### src/rtl/alu_exec_unit_if.sv
// Operand, control and result bundle between the register unit, the ALU execute stage and the bus.
// The master drives operands and requests. The slave returns status, the result and the condition codes.
interface alu_exec_unit_if #(
    parameter int WIDTH = 16
);
    logic             start;
    logic [2:0]       ALUK;
    logic             SR2MUX;
    logic [4:0]       ir_4_0;
    logic [WIDTH-1:0] SR1_out;
    logic [WIDTH-1:0] SR2_out;
    logic             LD_CC;
    logic             GateALU;

    logic             busy;
    logic             done;
    logic [WIDTH-1:0] alu_out;
    logic [WIDTH-1:0] bus_drive;
    logic             N;
    logic             Z;
    logic             P;

    modport master (
        output start, ALUK, SR2MUX, ir_4_0, SR1_out, SR2_out, LD_CC, GateALU,
        input  busy, done, alu_out, bus_drive, N, Z, P
    );

    modport slave (
        input  start, ALUK, SR2MUX, ir_4_0, SR1_out, SR2_out, LD_CC, GateALU,
        output busy, done, alu_out, bus_drive, N, Z, P
    );
endinterface

### src/rtl/alu_exec_unit.sv
// ALU execute stage: ADD/AND/NOT/PASSA/SUB plus a shift-add MUL, with optional NZP condition-code update.
// Latency: 1 cycle after the start edge for single-cycle ops, WIDTH cycles for MUL.
// Backpressure: start is accepted only while idle (busy=0); a start during an op is dropped, not queued.
module alu_exec_unit #(
    parameter int WIDTH = 16
) (
    input  logic           Clk,
    input  logic           Reset,
    alu_exec_unit_if.slave bus
);
    localparam int CW = (WIDTH > 1) ? $clog2(WIDTH) : 1;

    localparam logic [2:0] OP_ADD   = 3'b000;
    localparam logic [2:0] OP_AND   = 3'b001;
    localparam logic [2:0] OP_NOT   = 3'b010;
    localparam logic [2:0] OP_PASSA = 3'b011;
    localparam logic [2:0] OP_MUL   = 3'b100;
    localparam logic [2:0] OP_SUB   = 3'b101;

    typedef enum logic [1:0] {
        IDLE = 2'd0,
        EXEC = 2'd1,
        MUL  = 2'd2
    } state_t;

    state_t           state;
    logic [WIDTH-1:0] a_q;
    logic [WIDTH-1:0] b_q;
    logic [WIDTH-1:0] acc_q;
    logic [2:0]       op_q;
    logic             ld_cc_q;
    logic [CW-1:0]    cnt_q;

    logic [WIDTH-1:0] b_sel;
    logic [WIDTH-1:0] exec_res;
    logic [WIDTH-1:0] mul_acc_nxt;

    function automatic logic [2:0] nzp_of(input logic [WIDTH-1:0] r);
        if (r[WIDTH-1])
            nzp_of = 3'b100;
        else if (r == '0)
            nzp_of = 3'b010;
        else
            nzp_of = 3'b001;
    endfunction

    always_comb begin
        b_sel = bus.SR2MUX ? {{(WIDTH-5){bus.ir_4_0[4]}}, bus.ir_4_0} : bus.SR2_out;
    end

    // Reserved opcodes 110/111 fall through to PASSA.
    always_comb begin
        exec_res = a_q;
        case (op_q)
            OP_ADD:   exec_res = a_q + b_q;
            OP_AND:   exec_res = a_q & b_q;
            OP_NOT:   exec_res = ~a_q;
            OP_PASSA: exec_res = a_q;
            OP_SUB:   exec_res = a_q + ~b_q + WIDTH'(1);
            default:  exec_res = a_q;
        endcase
    end

    // During MUL, a_q holds the multiplicand shifted left and b_q the multiplier shifted right.
    always_comb begin
        mul_acc_nxt = b_q[0] ? (acc_q + a_q) : acc_q;
    end

    always_ff @(posedge Clk or negedge Reset) begin
        if (!Reset) begin
            state       <= IDLE;
            a_q         <= '0;
            b_q         <= '0;
            acc_q       <= '0;
            op_q        <= '0;
            ld_cc_q     <= 1'b0;
            cnt_q       <= '0;
            bus.busy    <= 1'b0;
            bus.done    <= 1'b0;
            bus.alu_out <= '0;
            bus.N       <= 1'b0;
            bus.Z       <= 1'b1;
            bus.P       <= 1'b0;
        end else begin
            bus.done <= 1'b0;
            case (state)
                IDLE: begin
                    if (bus.start) begin
                        a_q      <= bus.SR1_out;
                        b_q      <= b_sel;
                        op_q     <= bus.ALUK;
                        ld_cc_q  <= bus.LD_CC;
                        acc_q    <= '0;
                        cnt_q    <= '0;
                        bus.busy <= 1'b1;
                        state    <= (bus.ALUK == OP_MUL) ? MUL : EXEC;
                    end
                end
                EXEC: begin
                    bus.alu_out <= exec_res;
                    bus.done    <= 1'b1;
                    bus.busy    <= 1'b0;
                    state       <= IDLE;
                    if (ld_cc_q)
                        {bus.N, bus.Z, bus.P} <= nzp_of(exec_res);
                end
                MUL: begin
                    acc_q <= mul_acc_nxt;
                    a_q   <= a_q << 1;
                    b_q   <= b_q >> 1;
                    cnt_q <= cnt_q + CW'(1);
                    if (cnt_q == CW'(WIDTH - 1)) begin
                        bus.alu_out <= mul_acc_nxt;
                        bus.done    <= 1'b1;
                        bus.busy    <= 1'b0;
                        state       <= IDLE;
                        if (ld_cc_q)
                            {bus.N, bus.Z, bus.P} <= nzp_of(mul_acc_nxt);
                    end
                end
                default: state <= IDLE;
            endcase
        end
    end

    assign bus.bus_drive = bus.GateALU ? bus.alu_out : '0;

endmodule

### src/flat_wrapper.sv
// flat-port wrapper written by rule: the top's interface ports become plain ports
module alu_exec_unit_flat 
#(
    parameter int WIDTH = 16
)
  (Clk, Reset, bus_start, bus_ALUK, bus_SR2MUX, bus_ir_4_0, bus_SR1_out, bus_SR2_out, bus_LD_CC, bus_GateALU, bus_busy, bus_done, bus_alu_out, bus_bus_drive, bus_N, bus_Z, bus_P);
  alu_exec_unit_if #(.WIDTH(WIDTH)) bus_i ();
  input  logic Clk;
  input  logic Reset;
  input wire logic [$bits(bus_i.start)-1:0] bus_start;
  input wire logic [$bits(bus_i.ALUK)-1:0] bus_ALUK;
  input wire logic [$bits(bus_i.SR2MUX)-1:0] bus_SR2MUX;
  input wire logic [$bits(bus_i.ir_4_0)-1:0] bus_ir_4_0;
  input wire logic [$bits(bus_i.SR1_out)-1:0] bus_SR1_out;
  input wire logic [$bits(bus_i.SR2_out)-1:0] bus_SR2_out;
  input wire logic [$bits(bus_i.LD_CC)-1:0] bus_LD_CC;
  input wire logic [$bits(bus_i.GateALU)-1:0] bus_GateALU;
  output wire logic [$bits(bus_i.busy)-1:0] bus_busy;
  output wire logic [$bits(bus_i.done)-1:0] bus_done;
  output wire logic [$bits(bus_i.alu_out)-1:0] bus_alu_out;
  output wire logic [$bits(bus_i.bus_drive)-1:0] bus_bus_drive;
  output wire logic [$bits(bus_i.N)-1:0] bus_N;
  output wire logic [$bits(bus_i.Z)-1:0] bus_Z;
  output wire logic [$bits(bus_i.P)-1:0] bus_P;
  assign bus_i.start = bus_start;
  assign bus_i.ALUK = bus_ALUK;
  assign bus_i.SR2MUX = bus_SR2MUX;
  assign bus_i.ir_4_0 = bus_ir_4_0;
  assign bus_i.SR1_out = bus_SR1_out;
  assign bus_i.SR2_out = bus_SR2_out;
  assign bus_i.LD_CC = bus_LD_CC;
  assign bus_i.GateALU = bus_GateALU;
  assign bus_busy = bus_i.busy;
  assign bus_done = bus_i.done;
  assign bus_alu_out = bus_i.alu_out;
  assign bus_bus_drive = bus_i.bus_drive;
  assign bus_N = bus_i.N;
  assign bus_Z = bus_i.Z;
  assign bus_P = bus_i.P;
  alu_exec_unit #(.WIDTH(WIDTH)) u_core (.Clk(Clk), .Reset(Reset), .bus(bus_i));
endmodule
### config.mk
export PLATFORM = sky130hd
export DESIGN_NAME = alu_exec_unit_flat
export DESIGN_NICKNAME = d
export VERILOG_FILES = /design/src/rtl/alu_exec_unit_if.sv /design/src/rtl/alu_exec_unit.sv /design/src/flat_wrapper.sv
export SDC_FILE = /design/constraint.sdc
export NUM_CORES = 1
export LEC_CHECK = 0
export CAP_MARGIN = 10
export CORE_MARGIN = 3
export CORE_UTILIZATION = 50
export DETAILED_ROUTE_END_ITERATION = 7
export PLACE_DENSITY = 0.73
export SETUP_SLACK_MARGIN = 0.15
export SYNTH_ARGS = -nofsm -noshare
export SYNTH_HDL_FRONTEND = slang
export SYNTH_SLANG_ARGS = --single-unit
export TNS_END_PERCENT = 1
### constraint.sdc
create_clock -name Clk -period 4.1 [get_ports Clk]
set_clock_uncertainty 0.2 [all_clocks]
set_input_delay 0.82 -clock Clk [delete_from_list [all_inputs] [get_ports Clk]]
set_output_delay 0.82 -clock Clk [all_outputs]
set_load 0.05 [all_outputs]
# Yosys cells after proc, flatten, opt, wreduce, memory -nomap -nowiden
# Cells that the tools add are included.
# Widths: inputs -> output; s select.
# totals
register_bits,79
out_inout_bits,37
elab_cells,84
# classes
add_sub_neg,5
n_eq_ne,11
n_mux,39
n_bitwise,3
n_reduce_logical,13
# ops
operator,count
$pmux 16 s2,4
$mux 16,7
$pmux 16 s4,1
$add 16x16->16,3
$logic_not 16->1,2
$not 16->16,2
$add 16x1->16 const B,1
$and 16x16->16,1
$mux 1,12
$mux 2,5
$pmux 1 s2,4
$pmux 4 s2,1
$reduce_and 2->1,4
$eq 3x3->1 const B,2
$mux 3,2
$ne 2x1->1 const B,3
$add 4x1->4 const B,1
$eq 4x4->1 const B,1
$mux 4,1
$pmux 2 s2,1
$reduce_and 4->1,1
$reduce_bool 2->1,2
$eq 3x1->1 const B,1
$eq 3x2->1 const B,1
8 further kinds,8

# Logic depth before layout (Yosys ltp)
# logic_depth
depth_word,9
ltp_mapped,13

# Worst setup path after synthesis
# Ideal clock, no wire load.
# synth_path
path_type,register to register
start,register u_core.a_q[0]
end,register u_core.bus.P
t_arrival_ns,3.144
required_ns,3.761
slack_ns,0.617
path_stages_with_launch,13
n_path_buf,0
cell_sequence,dfrtp_1 > ha_1 > fa_1 > a21o_1 > and4_4 > o311a_4 > or4_1 > a31oi_1 > xnor2_1 > mux2_4 > nor4_4 > nand2b_1 > a31oi_1
# synth_via
elab_chain_len,8
# synth_lines
element,line,text
from (decl),alu_exec_unit.sv:27,logic [WIDTH-1:0] a_q;
from (signal assigned),alu_exec_unit.sv:89,a_q <= bus.SR1_out;
from (signal assigned),alu_exec_unit.sv:109,a_q <= a_q << 1;
$add 16x16->16 (on tied branches),"alu_exec_unit.sv:59, alu_exec_unit.sv:66",
$add 16x1->16 / $mux 16 (equally long branches),"alu_exec_unit.sv:59, alu_exec_unit.sv:66",
$pmux 16 s4 / $logic_not 16->1 (equally long branches),"alu_exec_unit.sv:54, alu_exec_unit.sv:41",
$logic_not 16->1 / $mux 2 (equally long branches),alu_exec_unit.sv:41,else if (r == '0)
$mux 2 / $mux 3 (equally long branches),"alu_exec_unit.sv:41, alu_exec_unit.sv:39",
$mux 3 / $mux 1 (equally long branches),"alu_exec_unit.sv:39, alu_exec_unit.sv:117",
$mux 1 (on tied branches),"alu_exec_unit.sv:104, alu_exec_unit.sv:112",
$pmux 1 s2 (*),alu_exec_unit.sv:86,case (state)
to (signal assigned),alu_exec_unit.sv:105,"{bus.N, bus.Z, bus.P} <= nzp_of(exec_res);"
to (signal assigned),alu_exec_unit.sv:118,"{bus.N, bus.Z, bus.P} <= nzp_of(mul_acc_nxt);"
to (decl),alu_exec_unit_if.sv:30,"output busy, done, alu_out, bus_drive, N, Z, P"
# Mark *: on every way between the ends. The rest lies on a longest branch, timed or not. The select of a mux whose other input is x is not followed.
# A chain may end at the register's enable or synchronous reset.

# Final worst setup path
# Same ends and word-level chain as after synthesis.

==> impl_metrics.ini <==
[clock_network]
clock_sinks = 79
postCtsHoldBufs = 0
post_cts_buffers = 0
ctsHtreeMaxLevel = 3
cts_resized = 0
root_buffer = clkbuf_16
path_clk_slew_ns = 0.07
clk-insertion-delay-late_ns = 0.35
cts_tree = built
cts-buffers-inserted = 9
clk_path_buf_depth = 2

[power]
switching_share_pct = 51.88
p_per_area_mw_per_mm2 = 747.7
p_leak_nw = 3.679
power_mw = 6.226
cell_internal_pwr_mw = 2.996
max-vdd-ir-drop_v = 0.0004069
p_clk_share_pct = 12.7
seq_power_share_pct = 22.1
power_switching_mw = 3.230
power_frac_comb_pct = 65.2

[setup_path]
endpoint_kind = flop
crit_family = compound AO/OA/AOI/OAI gates
critPathMaxFanout = 6
startpoint_type = flop
critPathRequiredTime_ns = 4.11
cp.arrival_ns = 3.77
critPathMaxStageDelay_ns = 0.45
slowest_stage = dfrtp_1
path_cells = ha_1 -> fa_1 -> a21o_1 -> and4_4 -> o311a_4 -> o311ai_1 -> a21boi_1 -> or3_1 -> a31o_2 -> nor4_4 -> nand2b_1 -> a31oi_1
critPathBufInv = 0
critical_path_class = flop to flop

[timing]
fin_crit_sh_pct = 91.47
min_period_ns = 3.750
setup_violations = 0
setup_tns_ns = 0
rsz0062_at_grt = no
fmax_mhz = 266.6
max-slew-margin-rel_pct = 29.22
finalHoldViolCount = 0
worst_pin_slew_ns = 1.062
slew_violations = 0

[placement]
dp_hpwl_mm = 15.60
place_inst = 1109
place.gp.congestion = 0.9506
port_buffers = 82

[global_routing]
track_usage_pct = 26.56
grt_pass1_vias = 6277
antenna_found_initial = 0
grt_max_degree = 65
grt_pass1_wl_mm = 33.67
grt.overflow.total = 0

[detailed_routing]
firstDrtPassIters = 6
drt_wl_total_mm = 20.75
drt-wirelength-per-cell_um = 18.44
drt_iter0_markers = 603
drc = 0
num_vias = 6836
vias_per_cell = 6.076
ant_nets = 0

[logic_synthesis]
seq_area_frac_synth_pct = 28.13
synthArstFlopShare_pct = 100.0
avgSynthCellArea_um2 = 7.902
synth_cell_types = 72
synthesis.instances = 890
synth_largest_area_cell = dfrtp_1
synth_warnings = 0
netlist_area_mm2 = 0.007033
ys_seq_elements = 79
synth_nets = 991
synth_edf_count = 0
synth.area.top_cells = dfrtp_1 (28%), ha_1 (9.3%), o21ai_0 (6.1%)
synth_ff_type = dfrtp_1
synth.top_cell.area_share_pct = 27.75

[layout]
instances_no_fill = 1125
area_delta_synth_final_pct = 18.40
mostFrequentLayoutCell = nand2_1
final_cell_mix = nand2_1 (97), o21ai_0 (86), a21oi_1 (82)
n_antenna_cell = 0
final_net_count = 1045
drive_above_1_share_pct = 7.060

[die]
ioPinCount = 83
start_util_pct = 52.08
dieArea_mm2 = 0.01553
die_h_um = 124.6
rows = 42
die_x_um = 124.6
core_mm2 = 0.01351

[run]
cap_viol_max_count = 0

[outcome]
outcome = complete, no violations

[worst_hold_path]
hold_class = flop to flop
[logic make-up (layout without fill, tap and decap cells)]
kind of cell | after synthesis | count (layout) | synth area share (%)
muxes | 48 | 48 | 7.134
DFF | 79 | 79 | 28.13
and+or+nand+nor | 290 | 290 | 20.03
AOI/OAI and AO/OA | 307 | 307 | 27.74
xor gates and xnor gates | 13 | 13 | 1.619
buffers and inverters | 98 | 157 | 5.248
adders and majority gates | 55 | 55 | 10.10
[power groups by stage]
stage	Combinational [mW]	Clock [mW]	Sequential (mW)
finish	4.06	0.791	1.37
global route	4.43	0.829	1.41
CTS	4.01	0.806	1.37
detailed placement	3.99	0	1.38
global placement	3.96	0	1.37
floorplan	2.58	0	1.58
[state kept, by name, summed over array words and instances (netlist names)]
name,count
u_core.ld_cc_q,1
u_core.bus.Z,1
u_core.bus.N,1
u_core.op_q,3
u_core.bus.alu_out,16
u_core.acc_q,16
u_core.bus.P,1
u_core.bus.busy,1
u_core.a_q,16
u_core.b_q,16
u_core.bus.done,1
u_core.cnt_q,4
u_core.state,2
[worst register-to-register path, stage by stage (launching register included)]
cell      delay [ns]
dfrtp_1         0.45
ha_1            0.26
fa_1            0.42
a21o_1          0.20
and4_4          0.21
o311a_4         0.39
o311ai_1        0.26
a21boi_1        0.12
or3_1           0.31
a31o_2          0.27
nor4_4          0.31
nand2b_1        0.14
a31oi_1         0.08
[cell type report]
class                   instances  area, µm²
well taps                     176      220.2
inverters                      40      150.1
clock inverters                 6      51.30
repair buffers                101      973.4
flip-flops and latches         79       1978
fillers                      1236       5179
clock buffers                  10      239.0
multi-input cells             713       4715
[metrics by stage]
step           hold slack (ns)  util [%]  instance area [µm²]  setup slack (ns)
2_1_floorplan           0.2639         -                 7033            0.6171
3_3_place_gp            0.2841     59.51                 8036            0.4670
3_5_place_dp            0.2933     59.51                 8036            0.3703
4_1_cts                 0.3074     61.65                 8327            0.3531
5_1_grt                 0.3323     61.65                 8327            0.1614
6_report                0.3010     61.65                 8327            0.3497
[cell usage after synthesis (6+ instances only)]
master and n:
o31ai_1 9, and2_1 20, ha_1 52, nand2b_1 11, a22o_1 13, nand2_1 97, a21o_1 10, inv_1 40
mux2i_1 34, a211o_1 6, a211oi_1 11, xnor2_1 10, mux2_2 13, or3_1 9, o22ai_1 15, dfrtp_1 78
nor3_1 18, o211ai_1 10, nand3_1 13, nor2b_1 17, clkbuf_1 52, nor2_1 71, a21oi_1 82, o21ai_0 86
a31oi_1 11
[final timing paths]
| path | from | end | slack [ns] | depth (start not counted) |
|---|---|---|---|---|
| worst max-delay path | u_core.a_q[0]$_DFFE_PN0P_ | u_core.bus.P$_DFFE_PN0P_ | 0.35 | 12 |
| worst min-delay path | u_core.bus.alu_out[9]$_DFFE_PN0P_ | u_core.bus.alu_out[9]$_DFFE_PN0P_ | 0.30 | 2 |
| worst max register to register | u_core.a_q[0]$_DFFE_PN0P_ | u_core.bus.P$_DFFE_PN0P_ | 0.35 | 12 |
| worst min register to register | u_core.bus.alu_out[9]$_DFFE_PN0P_ | u_core.bus.alu_out[9]$_DFFE_PN0P_ | 0.30 | 2 |
| max in group asynchronous | Reset | u_core.a_q[1]$_DFFE_PN0P_ | 2.58 | 2 |
| min in group asynchronous | Reset | u_core.a_q[5]$_DFFE_PN0P_ | 0.37 | 1 |
[layer usage]
layer / GRT usage, % / vias up / share of wire, %
met1: 37.27 / 3142 / 44
met3: 5.575 / 53 / 7.8
met2: 40.39 / 288 / 45
met5: 0 / - / 0
li1: - / 3353 / -
met4: 9.736 / 0 / 3.3
Note: power is estimated with default switching activity, not from simulation.
